===== src/rtl/bus_pkg.sv =====
// Shared definitions for serial-bus endpoints: field widths, device-select
// slice and the target-side state encoding.
package bus_pkg;

    localparam int unsigned BUS_ADDR_W = 16;
    localparam int unsigned BUS_DATA_W = 8;
    localparam int unsigned DEVSEL_MSB = 15;
    localparam int unsigned DEVSEL_LSB = 12;

    typedef enum logic [2:0] {
        StIdle,
        StAddr,
        StWdata,
        StWrite,
        StReadReq,
        StReadWait,
        StRdataTx
    } target_state_e;

    // Device-select field of a full bus address
    function automatic logic [DEVSEL_MSB-DEVSEL_LSB:0] devsel(input logic [BUS_ADDR_W-1:0] addr);
        return addr[DEVSEL_MSB:DEVSEL_LSB];
    endfunction

endpackage


===== src/rtl/serial_tx_shifter.sv =====
// LSB-first parallel-to-serial shifter. A load pulse captures a word; the
// word then leaves one bit per cycle with o_valid high, without pausing.
module serial_tx_shifter
    import bus_pkg::*;
#(
    parameter int unsigned W = BUS_DATA_W
) (
    input  logic         i_clk,
    input  logic         i_rst,
    input  logic         i_load,
    input  logic [W-1:0] i_data,
    output logic         o_bit,
    output logic         o_valid
);

    localparam int unsigned CntW = (W > 1) ? $clog2(W) : 1;

    logic [W-1:0]    r_shift;
    logic [CntW-1:0] r_cnt;
    logic            r_active;

    // Load a word, then shift it out LSB first for exactly W cycles
    always_ff @(posedge i_clk or posedge i_rst) begin
        if (i_rst) begin
            r_shift  <= '0;
            r_cnt    <= '0;
            r_active <= 1'b0;
        end else if (i_load) begin
            r_shift  <= i_data;
            r_cnt    <= '0;
            r_active <= 1'b1;
        end else if (r_active) begin
            r_shift <= r_shift >> 1;
            r_cnt   <= r_cnt + 1'b1;
            if (r_cnt == CntW'(W - 1)) begin
                r_active <= 1'b0;
            end
        end
    end

    assign o_bit   = r_shift[0] & r_active;
    assign o_valid = r_active;

endmodule


===== src/rtl/target_port.sv =====
// Serial-bus target endpoint: deserialises address and write data, drives a
// local memory interface, and serialises read data back to the initiator.
// Optional split signalling on long read waits is enabled by defining
// TARGET_SPLIT_EN; without it target_split is tied low.
module target_port
    import bus_pkg::*;
#(
    parameter logic [3:0]  DEVICE_ID     = 4'h0,
    parameter int unsigned LOCAL_AW      = 12,
    parameter int unsigned SPLIT_LATENCY = 8
) (
    input  logic                  clk,
    input  logic                  rst,
    input  logic                  bus_data_in,
    input  logic                  bus_data_in_valid,
    input  logic                  bus_mode,
    input  logic                  bus_init_rw,
    input  logic                  bus_init_ready,
    output logic                  bus_data_out,
    output logic                  bus_data_out_valid,
    output logic                  target_ack,
    output logic                  target_split,
    output logic [LOCAL_AW-1:0]   mem_addr,
    output logic [BUS_DATA_W-1:0] mem_wdata,
    output logic                  mem_we,
    output logic                  mem_re,
    input  logic                  mem_ready,
    input  logic [BUS_DATA_W-1:0] mem_rdata,
    input  logic                  mem_rvalid
);

    target_state_e         r_state;
    logic [4:0]            r_acnt;
    logic [2:0]            r_dcnt;
    logic [BUS_ADDR_W-2:0] r_ashift;  // top bit is taken straight from the bus
    logic [BUS_DATA_W-2:0] r_dshift;
    logic [LOCAL_AW-1:0]   r_mem_addr;
    logic [BUS_DATA_W-1:0] r_wdata;
    logic [BUS_DATA_W-1:0] r_rdata;
    logic                  r_mem_we;
    logic                  r_mem_re;
    logic                  r_ack;
    logic                  r_tx_started;

    logic                  w_addr_bit;
    logic                  w_data_bit;
    logic [BUS_ADDR_W-1:0] w_addr_full;
    logic                  w_tx_load;

    assign w_addr_bit  = bus_data_in_valid & ~bus_mode;
    assign w_data_bit  = bus_data_in_valid & bus_mode;
    assign w_addr_full = {bus_data_in, r_ashift};
    // Read data leaves once the initiator is ready; ready is not looked at again
    assign w_tx_load   = (r_state == StRdataTx) & ~r_tx_started & bus_init_ready;

    // Transaction sequencing with registered memory and bus handshake outputs
    always_ff @(posedge clk or posedge rst) begin
        if (rst) begin
            r_state      <= StIdle;
            r_acnt       <= '0;
            r_dcnt       <= '0;
            r_ashift     <= '0;
            r_dshift     <= '0;
            r_mem_addr   <= '0;
            r_wdata      <= '0;
            r_rdata      <= '0;
            r_mem_we     <= 1'b0;
            r_mem_re     <= 1'b0;
            r_ack        <= 1'b0;
            r_tx_started <= 1'b0;
        end else begin
            r_ack <= 1'b0;
            unique case (r_state)
                StIdle: begin
                    if (w_addr_bit) begin
                        r_ashift[0] <= bus_data_in;
                        r_acnt      <= 5'd1;
                        r_state     <= StAddr;
                    end
                end
                StAddr: begin
                    if (w_addr_bit) begin
                        if (r_acnt == 5'd15) begin
                            r_acnt <= '0;
                            r_dcnt <= '0;
                            if (devsel(w_addr_full) != DEVICE_ID) begin
                                r_state <= StIdle;
                            end else begin
                                r_mem_addr <= w_addr_full[LOCAL_AW-1:0];
                                if (bus_init_rw) begin
                                    r_state <= StWdata;
                                end else begin
                                    r_mem_re <= 1'b1;
                                    r_state  <= StReadReq;
                                end
                            end
                        end else begin
                            r_ashift[r_acnt[3:0]] <= bus_data_in;
                            r_acnt                <= r_acnt + 5'd1;
                        end
                    end
                end
                StWdata: begin
                    if (w_addr_bit) begin
                        // Initiator abandoned the write: this bit starts a new address
                        r_ashift[0] <= bus_data_in;
                        r_acnt      <= 5'd1;
                        r_dcnt      <= '0;
                        r_state     <= StAddr;
                    end else if (w_data_bit) begin
                        if (r_dcnt == 3'd7) begin
                            r_wdata  <= {bus_data_in, r_dshift};
                            r_mem_we <= 1'b1;
                            r_dcnt   <= '0;
                            r_state  <= StWrite;
                        end else begin
                            r_dshift[r_dcnt] <= bus_data_in;
                            r_dcnt           <= r_dcnt + 3'd1;
                        end
                    end
                end
                StWrite: begin
                    if (mem_ready) begin
                        r_mem_we <= 1'b0;
                        r_ack    <= 1'b1;
                        r_state  <= StIdle;
                    end
                end
                StReadReq: begin
                    r_state <= StReadWait;
                end
                StReadWait: begin
                    if (mem_rvalid) begin
                        r_rdata      <= mem_rdata;
                        r_mem_re     <= 1'b0;
                        r_dcnt       <= '0;
                        r_tx_started <= 1'b0;
                        r_state      <= StRdataTx;
                    end
                end
                StRdataTx: begin
                    if (!r_tx_started) begin
                        if (bus_init_ready) begin
                            r_tx_started <= 1'b1;
                        end
                    end else begin
                        // r_dcnt tracks the bit on the wire; ack lines up with bit 7
                        if (r_dcnt == 3'd6) begin
                            r_ack <= 1'b1;
                        end
                        if (r_dcnt == 3'd7) begin
                            r_dcnt       <= '0;
                            r_tx_started <= 1'b0;
                            r_state      <= StIdle;
                        end else begin
                            r_dcnt <= r_dcnt + 3'd1;
                        end
                    end
                end
                default: begin
                    r_state <= StIdle;
                end
            endcase
        end
    end

    serial_tx_shifter #(
        .W (BUS_DATA_W)
    ) u_tx (
        .i_clk   (clk),
        .i_rst   (rst),
        .i_load  (w_tx_load),
        .i_data  (r_rdata),
        .o_bit   (bus_data_out),
        .o_valid (bus_data_out_valid)
    );

`ifdef TARGET_SPLIT_EN
    localparam int unsigned SplitCntW = $clog2(SPLIT_LATENCY + 1);

    logic [SplitCntW-1:0] r_wait_cnt;
    logic                 r_split_done;
    logic                 r_split;

    // Count read-wait cycles and pulse target_split once when the wait hits the limit
    always_ff @(posedge clk or posedge rst) begin
        if (rst) begin
            r_wait_cnt   <= '0;
            r_split_done <= 1'b0;
            r_split      <= 1'b0;
        end else begin
            r_split <= 1'b0;
            if (r_state != StReadWait) begin
                r_wait_cnt   <= '0;
                r_split_done <= 1'b0;
            end else if (!mem_rvalid && !r_split_done) begin
                r_wait_cnt <= r_wait_cnt + 1'b1;
                if (r_wait_cnt == SplitCntW'(SPLIT_LATENCY - 1)) begin
                    r_split      <= 1'b1;
                    r_split_done <= 1'b1;
                end
            end
        end
    end

    assign target_split = r_split;
`else
    assign target_split = 1'b0;
`endif

    assign mem_addr   = r_mem_addr;
    assign mem_wdata  = r_wdata;
    assign mem_we     = r_mem_we;
    assign mem_re     = r_mem_re;
    assign target_ack = r_ack;

endmodule


===== config.mk =====
export PLATFORM = sky130hd
export DESIGN_NAME = target_port
export DESIGN_NICKNAME = d
export VERILOG_FILES = /design/src/rtl/bus_pkg.sv /design/src/rtl/serial_tx_shifter.sv /design/src/rtl/target_port.sv
export SDC_FILE = /design/constraint.sdc
export NUM_CORES = 1
export LEC_CHECK = 0
export BUFFER_PORTS_ARGS = -buffer_cell sky130_fd_sc_hd__buf_2
export CORE_AREA = 5 5 74 143
export DETAILED_ROUTE_END_ITERATION = 10
export DIE_AREA = 0 0 79 148
export SKIP_CTS_REPAIR_TIMING = 1
export SLEW_MARGIN = 20
export SYNTH_ARGS = -nofsm -noshare
export SYNTH_HDL_FRONTEND = slang
export SYNTH_SLANG_ARGS = --single-unit
export TNS_END_PERCENT = 1

===== constraint.sdc =====
create_clock -name clk -period 3.4 [get_ports clk]
set_clock_uncertainty 0.05 [all_clocks]
set_input_delay 0.51 -clock clk [delete_from_list [all_inputs] [get_ports clk]]
set_output_delay 0.51 -clock clk [all_outputs]
set_load 0.05 [all_outputs]

# [Word-level counts from Yosys, hierarchy flattened]
# Index checks and enable logic that the tools add are counted.
[totals] reg_bits=77 in_bits=17 out_inout_bits=26
[op_classes] n_addsub=3 n_lt_le_gt_ge=4 eq_ne=26 n_mux=61 bitwise=11 n_reduce_logical=23
[ops] cell="$mux 3" n=21
[ops] cell="$ne 2x2->1 const B" n=12
[ops] cell="$mux 1" n=23
[ops] cell="$pmux 3 s7" n=1
[ops] cell="$eq 3x3->1 const B" n=6
[ops] cell="$mux 8" n=2
[ops] cell="$reduce_and 4->1" n=4
[ops] cell="$bwmux 15" n=1
[ops] cell="$mux 5" n=3
[ops] cell="$pmux 3 s4" n=1
[ops] cell="$reduce_and 6->1" n=2
[ops] cell="$pmux 1 s2" n=5
[ops] cell="$pmux 5 s2" n=1
[ops] cell="$reduce_bool 2->1" n=5
[ops] cell="$reduce_and 9->1" n=1
[ops] cell="$reduce_bool 4->1" n=2
[ops] cell="$bwmux 7" n=1
[ops] cell="$add 3x1->3 const B" n=2
[ops] cell="$eq 3x2->1 const B" n=2
[ops] cell="$ne 3x3->1 const B" n=2
[ops] cell="$not 1->1" n=6
[ops] cell="$reduce_and 3->1" n=2
[ops] cell="$add 5x1->5 const B" n=1
[ops] cell="$and 1x1->1" n=5
[ops] cell="14 further kinds" n=17

# [Depth between registers and ports, before layout]
[depth] ltp_word=8 depth_mapped=7 ltp_nobuf=6

# [Modules after synthesis]
# A second synthesis with hierarchy kept.
[unflattened] cells_unflattened=299 hier_area_um2=3687.3
[modules_own_cells] module="target_port" n_inst=1 cells_each=247 area_each_um2=3105.5 seq_area_each_um2=1626.6
[modules_own_cells] module="serial_tx_shifter" n_inst=1 cells_each=52 area_each_um2=581.8 seq_area_each_um2=300.3

# [Worst setup path before layout]
# No wires, ideal clock.
[synth_path] path_type="register -> output" startpoint="register u_tx.r_active (netlist: u_tx.o_valid)" endpoint="output port bus_data_out" arrival_ns=1.623 path_slack_ns=1.217 stages_incl_launch_ff=3 cell_sequence="dfrtp_1 buf_1 and2_1"
[synth_between] elab_chain_cells=1
[synth_rtl] element="start: declaration" line="serial_tx_shifter.sv:20" source="logic r_active;"
[synth_rtl] element="start signal: assignment" line="serial_tx_shifter.sv:27" source="r_active <= 1'b0;"
[synth_rtl] element="start signal: assignment" line="serial_tx_shifter.sv:31" source="r_active <= 1'b1;"
[synth_rtl] element="start signal: assignment" line="serial_tx_shifter.sv:36" source="r_active <= 1'b0;"
[synth_rtl] element="$and 1x1->1" line="serial_tx_shifter.sv:41" source="assign o_bit = r_shift[0] & r_active;"
[synth_rtl] element="end: declaration" line="target_port.sv:19" source="output logic bus_data_out,"
# Every way passes these cells.

# [Worst setup path in the final report]
[layout_path] startpoint="register r_state[2]" endpoint="register r_mem_addr[8] (netlist: mem_addr[8])"
[layout_between] elab_chain_cells=2
[layout_rtl] element="start: declaration" line="target_port.sv:32" source="target_state_e r_state;"
[layout_rtl] element="start signal: assignment" line="target_port.sv:59" source="r_state <= StIdle;"
[layout_rtl] element="start signal: assignment" line="target_port.sv:78" source="r_state <= StAddr;"
[layout_rtl] element="start signal: assignment" line="target_port.sv:87" source="r_state <= StIdle;"
[layout_rtl] element="$eq 3x1->1" line="target_port.sv:73" source="unique case (r_state)"
[layout_rtl] element="$reduce_and 4->1 (no line)"
[layout_rtl] element="end signal: assignment" line="target_port.sv:89" source="r_mem_addr <= w_addr_full[LOCAL_AW-1:0];"
[layout_rtl] element="end: declaration" line="target_port.sv:37" source="logic [LOCAL_AW-1:0] r_mem_addr;"
# Every way passes these cells.
# A chain may end at the register's enable or synchronous reset.

==> out/results.txt <==
In the synthesized netlist the dominant register cell turns out to be dfrtp_1. The fraction of post-synthesis cell area in the top cell type by area was 53.03%; the initial DRC count was 82. The tools report the iteration count of the initial detailed-routing pass as 4. The synthesized design contains 77 register bits.

Subtracting the final worst setup slack from the clock period gives 2.308 ns. Count of antenna diodes in the layout: 0. The worst setup path is of the flop to flop kind. Relative to the synthesized area, the layout overhead comes to 16.39%. The number of nets handed over by synthesis was 330. The tool flagged a number of max-cap violations equal to 0. The logs give 0 for the detailed-route DRC error count and 43 for the I/O pin total.

Sorting the synthesized cells by area gives the leading types as dfrtp_1 53%, mux2_2 11%, mux2_1 3.7%, ha_1 3.1%, mux2i_1 2.5%. The count of nets left with antenna violations once routing finished came out at 0. The floorplan step defined a die boundary enclosing 11690 µm².

The run gives 0 as the hold violation total from the final report. TritonCTS built the clock tree. TritonCTS created 9 clock buffers. Of all nets on the critical path, the largest fanout is 21. Counting both buffers and inverters, the worst setup path holds a total of 0.

The cell type contributing the most total cell area after synthesis is dfrtp_1. For the worst supply voltage drop on vdd, the log shows 0.4075 mV. The number of antenna violations at the first check in global routing is 0.

Summed over all cells, the static leakage comes to 2.044 nW. After detailed routing, the total wire length is 7.785 mm. Total number of H-tree levels: 3. After synthesis, the share of flip-flops with an asynchronous set or reset is 100.0%. For this design, the sink count on the clock tree is 77. Among all stages on the critical path, the largest delay is contributed by dfrtp_1. Entering global routing, the biggest net connects 37 pins. Traced cell by cell, the critical path runs through nor3b_2 > nand4_2 > mux2_1. The run gives 2444 as the number of vias in the routed layout. The run finished with clean final reports. For the total power, the log shows 3.163 mW. The die width was 79 µm; the detail-routed via count per cell was 5.407. At the pin with the least slew margin, the transition time is 0.7088 ns. Setup repair after global routing left no endpoint under its margin. The worst path arrival time was 2.47 ns; the proportion of synthesized chip area in sequential cells was 53.03%. The most common cell after layout, fill and taps aside is dfrtp_1. The initial standard-cell utilization of the core was 38.98%; the number of synthesized flops with an enable pin was 0.

The vertical die dimension came out at 148 µm. The tools report the critical path startpoint category as a flop. The final-report max-slew violation count is 0. In the final routed layout, each cell accounts on average for 17.22 µm. After clock tree synthesis, the clock-pin slew on the worst setup and hold paths is 0.06 ns.

Counting along the longest clock path gives a buffer depth of 2. Headroom to the max-slew limit: 52.50%. For the accumulated negative setup slack, the log shows 0 ns. The power density normalized to cell area is 747.9 nW/µm², and the peak per-stage delay on the critical path is 0.62 ns.

Leaving out fill and tap cells, the most frequent cells in the layout are 77 x dfrtp_1, 41 x buf_2, 36 x mux2_2, 22 x nand2_1, 16 x nor2_1. The logs give 14.36% for the aggregate global-route resource usage and 45.37% for the final core utilization. The mean cell area of the mapped netlist was 11.95 µm². The worst hold path class is input port to asynchronous set/reset pin. For the worst setup path, the data required time is 3.56 ns.

Of the available clock period, the critical path in the final layout requires 67.88%. The number of endpoints failing setup at the final stage came out at 0. The global placement routability congestion came out at 0.8192. The clock reaches the later pin of the worst-skew pair after 0.33 ns.

Once placement completed, the tool counted placed cells totaling 436. The run gives 0 as the total overflow reported by the global router. The final layout contains 369 nets.

The synthesized netlist occupies a cell area of 3633 µm². Counting every instance in the synthesized netlist gives 304. The core region is 9321 µm². In this run the clock root is driven by a clkbuf_16.

Derived from the worst setup path, the maximum achievable clock frequency is 433.3 MHz. The via count of the first global-routing pass was 2703. The tools report the warning count from the yosys run as 0. The number of buffer cells added on primary ports works out to 41.

The fraction of final layout cells sized beyond drive strength 1 is 29.89%. The worst setup path is captured at a flop. In this design, the largest share of critical-path delay is due to simple AND/OR/NAND/NOR gates.

Row generation in the floorplan step produced 50 rows. The estimated wirelength of the detail-placed design was 5.811 mm. The netlist uses 53 different library cells.

Excluding fillers, the count of instances in the completed layout stands at 452. The first global-routing pass estimated 13.12 mm of wire.
-- state kept, by name, summed over array words and instances, names as in the netlist --
register,count
mem_addr,12
mem_re,1
mem_wdata,8
mem_we,1
r_acnt,5
r_ashift,15
r_dcnt,3
r_dshift,7
r_rdata,8
r_state,3
r_tx_started,1
target_ack,1
u_tx.o_valid,1
u_tx.r_cnt,3
u_tx.r_shift,8
-- cell type report --
type	count	area (µm²)
Clock buffer	11	242.7
Clock inverter	5	81.33
Fill cell	878	5092
Inverter	12	45.04
Multi-Input combinational cell	200	1583
Sequential cell	77	1927
Tap cell	104	130.1
Timing Repair Buffer	43	220.2
-- metrics by stage --
stage	hold slack (ns)	worst slack (ns)	cell area [µm²]
2_1_floorplan	0.4006	0.8733	3633
3_3_place_gp	0.4140	0.9802	3905
3_5_place_dp	0.4191	0.9278	3905
4_1_cts	0.08211	1.049	4229
5_1_grt	0.1102	0.9275	4229
6_report	0.08277	1.092	4229
-- metal layers --
layer,GRT usage (%),wire [µm]
met5,0,0
met4,7.573,286
met3,2.988,256
met2,26.60,4371
met1,14.65,2871
-- where the power goes --
group | switching, mW | internal (mW) | leakage, nW
Combinational | 0.468 | 0.324 | 0.879
Sequential | 0.214 | 1.13 | 1.01
Clock | 0.360 | 0.664 | 0.156
Total | 1.04 | 2.12 | 2.04
-- Yosys cell counts, types with 3 or more instances --
cell      count
dfrtp_1      77
mux2_2       36
nand2_1      22
nor2_1       16
o21ai_0      14
a21oi_1      12
inv_1        12
mux2_1       12
ha_1          9
mux2i_1       9
nand3_1       7
buf_2         6
nand2b_1      6
clkbuf_1      5
nand3b_1      4
a31oi_1       3
mux2_4        3
nor2b_1       3
nor4_1        3
-- cell families (layout without fill, tap and decap cells) --
kind of cell | count (synthesis) | count (layout) | share of synthesized area [%]
AND/OR/NAND/NOR | 81 | 81 | 13.12
XOR/XNOR | 1 | 1 | 0.2411
flip-flops | 77 | 77 | 53.03
buffers and inverters | 27 | 71 | 3.409
multiplexers | 60 | 60 | 18.60
adder cells (fa/ha/maj) | 9 | 9 | 3.099
AO/OA/AOI/OAI | 48 | 48 | 8.403
other | 1 | 1 | 0.1032
-- worst paths after layout --
path                       cells after the start                   start  slack, ns                  endpoint
max reg2reg                                    3  r_state[2]$_DFFE_PP0P_       1.09   mem_addr[8]$_DFFE_PP0P_
max in group asynchronous                      3                     rst       2.43     r_acnt[0]$_DFFE_PP0P_
min in group clk                               2            mem_rdata[1]       0.36    r_rdata[1]$_DFFE_PP0P_
min                                            2                     rst       0.08  mem_wdata[1]$_DFFE_PP0P_
max                                            3  r_state[2]$_DFFE_PP0P_       1.09   mem_addr[8]$_DFFE_PP0P_
min reg2reg                                    1   r_acnt[4]$_DFFE_PP0P_       0.43     r_acnt[4]$_DFFE_PP0P_
Power figures use the tool's default switching activity.
